$ cat config.mk
export PLATFORM = sky130hd
export DESIGN_NAME = apbm_swc_arb
export DESIGN_NICKNAME = d
export VERILOG_FILES = /design/src/rtl/apbm_swc_arb.sv
export SDC_FILE = /design/constraint.sdc
export NUM_CORES = 1
export LEC_CHECK = 0
export BUFFER_PORTS_ARGS = -buffer_cell sky130_fd_sc_hd__buf_2
export CORE_AREA = 2 2 124 126
export CTS_BUF_LIST = sky130_fd_sc_hd__clkbuf_16
export CTS_CLUSTER_SIZE = 8
export DETAILED_ROUTE_END_ITERATION = 7
export DIE_AREA = 0 0 126 128
export PLACE_DENSITY = 0.67
export SLEW_MARGIN = 20
export SYNTH_ARGS = -nofsm -noshare
export SYNTH_HDL_FRONTEND = slang
export SYNTH_SLANG_ARGS = --single-unit
$ cat constraint.sdc
create_clock -name pclk -period 2.3 [get_ports pclk]
set_clock_uncertainty 0.15 [all_clocks]
set_input_delay 0.46 -clock pclk [delete_from_list [all_inputs] [get_ports pclk]]
set_output_delay 0.46 -clock pclk [all_outputs]
set_load 0.01 [all_outputs]
$ cat src/rtl/apbm_swc_arb.sv
// ---------------------------------------------------------------------------
// apbm_swc_arb
//
// Shares the single-transaction request port of apbm_swc among REQ_NUM
// requesters (core LSU, DMA, debug). One APB transfer is in flight at a
// time. Completion, read data and slave error go back to the requester that
// was granted. Completion is detected by snooping penable/pready/pslverr on
// the APB bus.
//
// Configuration macro:
//   APBM_ARB_FIXED_PRIO_EN - when defined, the lowest requester index wins
//                            and there is no round-robin pointer. When it is
//                            undefined (the default), arbitration is
//                            round-robin.
//
// Ports:
//   pclk, prst             clock, asynchronous active-high reset
//   req                    per-requester request level, held until gnt
//   req_write              per-requester direction (1=write, 0=read)
//   req_addr, req_wdata    flattened payloads, requester i at [i*W +: W]
//   gnt                    one-hot pulse, payload has been captured
//   done                   one-hot pulse, transfer complete
//   rsp_rdata, rsp_err     response, valid only while done is high
//   wreq, rreq             request pulses to apbm_swc
//   wbuffaddr, wbuffdata   write address/data to apbm_swc
//   rbuffaddr              read address to apbm_swc
//   rbuffwrite, rbuffdata  read data return from apbm_swc
//   penable, pready,
//   pslverr                APB bus snoop
// ---------------------------------------------------------------------------
module apbm_swc_arb #(
  parameter int REQ_NUM = 2,
  parameter int AW      = 32,
  parameter int DW      = 32
) (
  input  logic                  pclk,
  input  logic                  prst,
  input  logic [REQ_NUM-1:0]    req,
  input  logic [REQ_NUM-1:0]    req_write,
  input  logic [REQ_NUM*AW-1:0] req_addr,
  input  logic [REQ_NUM*DW-1:0] req_wdata,
  output logic [REQ_NUM-1:0]    gnt,
  output logic [REQ_NUM-1:0]    done,
  output logic [DW-1:0]         rsp_rdata,
  output logic                  rsp_err,
  output logic                  wreq,
  output logic                  rreq,
  output logic [DW-1:0]         wbuffdata,
  output logic [AW-1:0]         wbuffaddr,
  output logic [AW-1:0]         rbuffaddr,
  input  logic                  rbuffwrite,
  input  logic [DW-1:0]         rbuffdata,
  input  logic                  penable,
  input  logic                  pready,
  input  logic                  pslverr
);

  localparam int PW = (REQ_NUM > 1) ? $clog2(REQ_NUM) : 1;

  typedef enum logic [1:0] {
    S_IDLE,
    S_ISSUE,
    S_WAIT,
    S_RESP
  } state_t;

  state_t          state;
  state_t          state_nxt;
  logic [PW-1:0]   win_q;
  logic [PW-1:0]   win_c;
  logic            found_c;
  logic            dir_q;
  logic [AW-1:0]   addr_q;
  logic [DW-1:0]   wdata_q;
  logic            err_q;
  logic [AW-1:0]   addr_arr  [REQ_NUM];
  logic [DW-1:0]   wdata_arr [REQ_NUM];

  for (genvar g = 0; g < REQ_NUM; g++) begin : g_unpack
    assign addr_arr[g]  = req_addr[g*AW +: AW];
    assign wdata_arr[g] = req_wdata[g*DW +: DW];
  end

`ifndef APBM_ARB_FIXED_PRIO_EN
  logic [PW-1:0] ptr_q;
  logic [PW:0]   ptr_inc;
  logic [PW-1:0] ptr_nxt;

  // The pointer moves to the slot just after the winner, wrapping at REQ_NUM.
  always_comb begin
    ptr_inc = {1'b0, win_c} + {{PW{1'b0}}, 1'b1};
    ptr_nxt = ptr_inc[PW-1:0];
    if (ptr_inc >= (PW+1)'(REQ_NUM)) ptr_nxt = '0;
  end
`endif

  // Winner search. Round-robin starts at the pointer and wraps upward. Fixed
  // priority starts at index 0.
  always_comb begin
    logic [PW:0]   pos;
    logic [PW-1:0] idx;
    win_c   = '0;
    found_c = 1'b0;
    pos     = '0;
    idx     = '0;
    for (int k = 0; k < REQ_NUM; k++) begin
`ifdef APBM_ARB_FIXED_PRIO_EN
      pos = (PW+1)'(k);
`else
      pos = {1'b0, ptr_q} + (PW+1)'(k);
      if (pos >= (PW+1)'(REQ_NUM)) pos = pos - (PW+1)'(REQ_NUM);
`endif
      idx = pos[PW-1:0];
      if (!found_c && req[idx]) begin
        found_c = 1'b1;
        win_c   = idx;
      end
    end
  end

  // The payload is captured when the grant is decided, so the requester may
  // change it as soon as gnt is seen. The slave error is latched at the end
  // of the ACCESS phase because read data only arrives one cycle later.
  always_ff @(posedge pclk or posedge prst) begin
    if (prst) begin
      state   <= S_IDLE;
      win_q   <= '0;
      dir_q   <= 1'b0;
      addr_q  <= '0;
      wdata_q <= '0;
      err_q   <= 1'b0;
`ifndef APBM_ARB_FIXED_PRIO_EN
      ptr_q   <= '0;
`endif
    end else begin
      state <= state_nxt;
      if (state == S_IDLE && found_c) begin
        win_q   <= win_c;
        dir_q   <= req_write[win_c];
        addr_q  <= addr_arr[win_c];
        wdata_q <= wdata_arr[win_c];
`ifndef APBM_ARB_FIXED_PRIO_EN
        ptr_q   <= ptr_nxt;
`endif
      end
      if (state == S_WAIT && penable && pready) err_q <= pslverr;
    end
  end

  // Next state and outputs. wreq/rreq are raised only in ISSUE, so apbm_swc
  // is idle whenever it sees a request. The buffer address and data stay on
  // the bus until the FSM returns to IDLE.
  always_comb begin
    state_nxt = state;
    gnt       = '0;
    done      = '0;
    rsp_rdata = '0;
    rsp_err   = 1'b0;
    wreq      = 1'b0;
    rreq      = 1'b0;
    wbuffaddr = '0;
    wbuffdata = '0;
    rbuffaddr = '0;
    case (state)
      S_IDLE: begin
        if (found_c) state_nxt = S_ISSUE;
      end
      S_ISSUE: begin
        gnt[win_q] = 1'b1;
        wreq       = dir_q;
        rreq       = !dir_q;
        state_nxt  = S_WAIT;
      end
      S_WAIT: begin
        if (penable && pready) begin
          if (dir_q) begin
            done[win_q] = 1'b1;
            rsp_err     = pslverr;
            state_nxt   = S_IDLE;
          end else begin
            state_nxt = S_RESP;
          end
        end
      end
      S_RESP: begin
        if (rbuffwrite) begin
          done[win_q] = 1'b1;
          rsp_rdata   = rbuffdata;
          rsp_err     = err_q;
          state_nxt   = S_IDLE;
        end
      end
      default: state_nxt = S_IDLE;
    endcase
    if (state != S_IDLE) begin
      if (dir_q) begin
        wbuffaddr = addr_q;
        wbuffdata = wdata_q;
      end else begin
        rbuffaddr = addr_q;
      end
    end
  end

endmodule
==> results.sh <==
export IMPL_status="finished clean"
export IMPL_overflow=0
export IMPL_grt_setup_unrepaired="true"
export IMPL_worstMarginPinSlew_ps=845
export IMPL_synthDistinctLibCells=23
export IMPL_crit_family="simple AND/OR/NAND/NOR gates"
export IMPL_synthTopCellsByArea="dfrtp_1 (42%), a221o_1 (16%), and3_1 (15%), o21a_1 (12%), and2_1 (4.8%)"
export IMPL_power_frac_clock_pct=15.4
export IMPL_via_per_inst=5.21
export IMPL_post_route_cells_drive_above_1_share_pct=54.1
export IMPL_placeableCoreArea_um2=14900
export IMPL_ctsLongestPathBuffers=2
export IMPL_slew_violations=0
export IMPL_critPathRequiredTime_ps=1690
export IMPL_cpMaxStageDelayCell="dfrtp_2"
export IMPL_p_int_uw=5080
export IMPL_power_switching_uw=3190
export IMPL_wl_per_cell_um=17.7
export IMPL_synth_ff_latch_count=70
export IMPL_finalHoldViolations=0
export IMPL_route_final_wire_length_um=15900
export IMPL_grt_max_degree=65
export IMPL_crit_path_end_kind="primary output"
export IMPL_route_detailed_drc=0
export IMPL_synth_avg_cell_area_um2=10.2
export IMPL_fin_nets=876
export IMPL_clkSinkCount=70
export IMPL_crit_fanout=20
export IMPL_timing_rr_start="state[1]"
export IMPL_clock_root_buffer="clkbuf_16"
export IMPL_fin_crit_sh_pct=99.8
export IMPL_die_area_um2=16100
export IMPL_p_leak_uw=0.00367
export IMPL_num_fill_cells=1464
export IMPL_start_kind="flip-flop"
export IMPL_yosysTopAreaCell="dfrtp_1"
export IMPL_final_common_cell="buf_2"
export IMPL_drv_cap=0
export IMPL_ctsHtreeMaxLevel=3
export IMPL_critPathKind="reg2out"
export IMPL_synth_seq_area_share_pct=41.8
export IMPL_syn_to_final_growth_pct=56.9
export IMPL_synth_top_area_share_pct=41.8
export IMPL_path_buf_inv=3
export IMPL_fin_util_pct=44.3
export IMPL_portBuffers=304
export IMPL_clkTransAtPathRegs_ps=60
export IMPL_numCtsBuffers=9
export IMPL_dp_hpwl_um=10700
export IMPL_tritoncts="yes"
export IMPL_netlist_instances=413
export IMPL_synth_area_um2=4190
export IMPL_rows=45
export IMPL_vias=4688
export IMPL_die_y_um=128
export IMPL_sequentialPowerShare_pct=27.3
export IMPL_final_cell_mix="buf_2 (282), and3_1 (74), dfrtp_1 (67), o21a_1 (65), a221o_1 (65)"
export IMPL_final_setup_viol_count=0
export IMPL_swShare_pct=38.6
export IMPL_slew_headroom_pct=43.5
export IMPL_grt_pass1_vias=4242
export IMPL_initial_core_util_pct=28.2
export IMPL_worstSkewPairLatency_ps=330
export IMPL_yosys_warnings=0
export IMPL_first_pass_iters=4
export IMPL_cp_cell_sequence="or2_4 > buf_12 > buf_16 > and3_4 > buf_2"
export IMPL_io_pins=305
export IMPL_dpl_cell_area_um2=5820
export IMPL_worst_hold_path_type="in2async"
export IMPL_gp_congestion=0.808
export IMPL_startpoint="state[1]"
export IMPL_diodes=0
export IMPL_power_frac_comb_pct=57.2
export IMPL_syn_nets=583
export IMPL_post_route_min_period_ps=2290
export IMPL_max_stage_delay_ps=430
export IMPL_track_usage_pct=17.4
export IMPL_grt_first_pass_wirelength_um=22200
export IMPL_dieWidth_um=126
export IMPL_ir_drop_uv=487
export IMPL_fin_area_um2=6580
export IMPL_ant_nets=0
export IMPL_cellPowerDensity_nw_per_um2=1260
export IMPL_fmax_ghz=0.436
export IMPL_critPathArrivalTime_ps=1680
export IMPL_antenna_found_initial=0
export IMPL_drt_initial_drc_count=228
export IMPL_finalPower_uw=8280
[layer usage]
| layer | share of wire [%] | track usage (%) | vias to the layer above |
|---|---|---|---|
| met5 | 0 | 0 | - |
| li1 | - | - | 2161 |
| met4 | 2.6 | 7.76 | 0 |
| met1 | 40 | 21.2 | 2266 |
| met3 | 6.6 | 3.26 | 30 |
| met2 | 50 | 30.1 | 231 |
[flip-flops by register name, indices dropped and copies added (netlist names)]
register / cells
dir_q: 1
wdata_q: 32
addr_q: 32
err_q: 1
ptr_q: 1
state: 2
win_q: 1
[per-stage QoR]
step	setup slack, ps	setup TNS [ps]	cells	hold WS (ps)
2_1_floorplan	410	0	413	313
3_3_place_gp	223	0	868	329
3_5_place_dp	211	0	868	335
4_1_cts	-4.08	-7.72	889	37.8
5_1_grt	-41.3	-1730	899	66.5
6_report	5.06	0	899	33.5
[cells in the mapped netlist]
cell        n
o221ai_1    1
a21oi_1     1
inv_1       3
and3_1    100
nor2_2      1
and3_4      1
clkbuf_2    9
nand2_1     5
nand2b_1    2
and2_1     32
dfrtp_1    70
nor2_1      6
a21o_1      2
or2_1       1
nand3_1     1
buf_6      14
nand4b_1    1
clkbuf_1   22
buf_2       7
mux2_2      1
a221o_1    65
o21a_1     65
o21ai_0     3
[kinds of logic (layout without fill, tap and decap cells)]
family	Yosys count	count (layout)	share of synthesized area, %
flops	70	70	41.8
simple gates	150	150	21.9
mux	1	1	0.268
buf+inv	55	353	7.91
compound gates	137	137	28.2
[power by group through the flow]
stage / Clock [µW] / Sequential, µW / Combinational (µW)
finish: 1280 / 2260 / 4740
global route: 1370 / 2320 / 5120
CTS: 1320 / 2240 / 4090
detailed placement: 0 / 2250 / 3920
global placement: 0 / 2250 / 3910
floorplan: 0 / 2080 / 2810
[worst reg2reg max path: stages (launching register included)]
cell and delay (ps):
dfrtp_2 430, or2_4 280, buf_12 160, clkbuf_16 180, buf_4 140, o21a_1 180
a221o_1 270
[worst paths after layout]
kind                       cells after the start  slack [ps]      endpoint
hold reg to reg                                1         350         ptr_q
setup reg to reg                               6         390   wdata_q[27]
max in group asynchronous                      3        1360    wdata_q[8]
setup / recovery                               5           5  wbuffdata[4]
hold / removal                                 2          30   wdata_q[24]
min in group pclk                              2         210   wdata_q[20]
[layout make-up]
cell class | count | area, µm² | share of cell area (%)
Clock buffer | 9 | 225 | 3.42
Clock inverter | 7 | 50.0 | 0.761
Inverter | 3 | 15.0 | 0.228
Multi-Input combinational cell | 288 | 2250 | 34.2
Sequential cell | 70 | 1760 | 26.7
Tap cell | 188 | 235 | 3.58
Timing Repair Buffer | 334 | 2050 | 31.2
[timing repair]
item,4_1_cts,5_1_grt
endpoints found under the hold margin,0,0
setup endpoints to repair,89,80
gates resized for setup,5,47
gates cloned,1,5
hold buffers,0,0
pin swaps,1,8
buffers inserted,4,5
(Power assumes the default switching activity.)
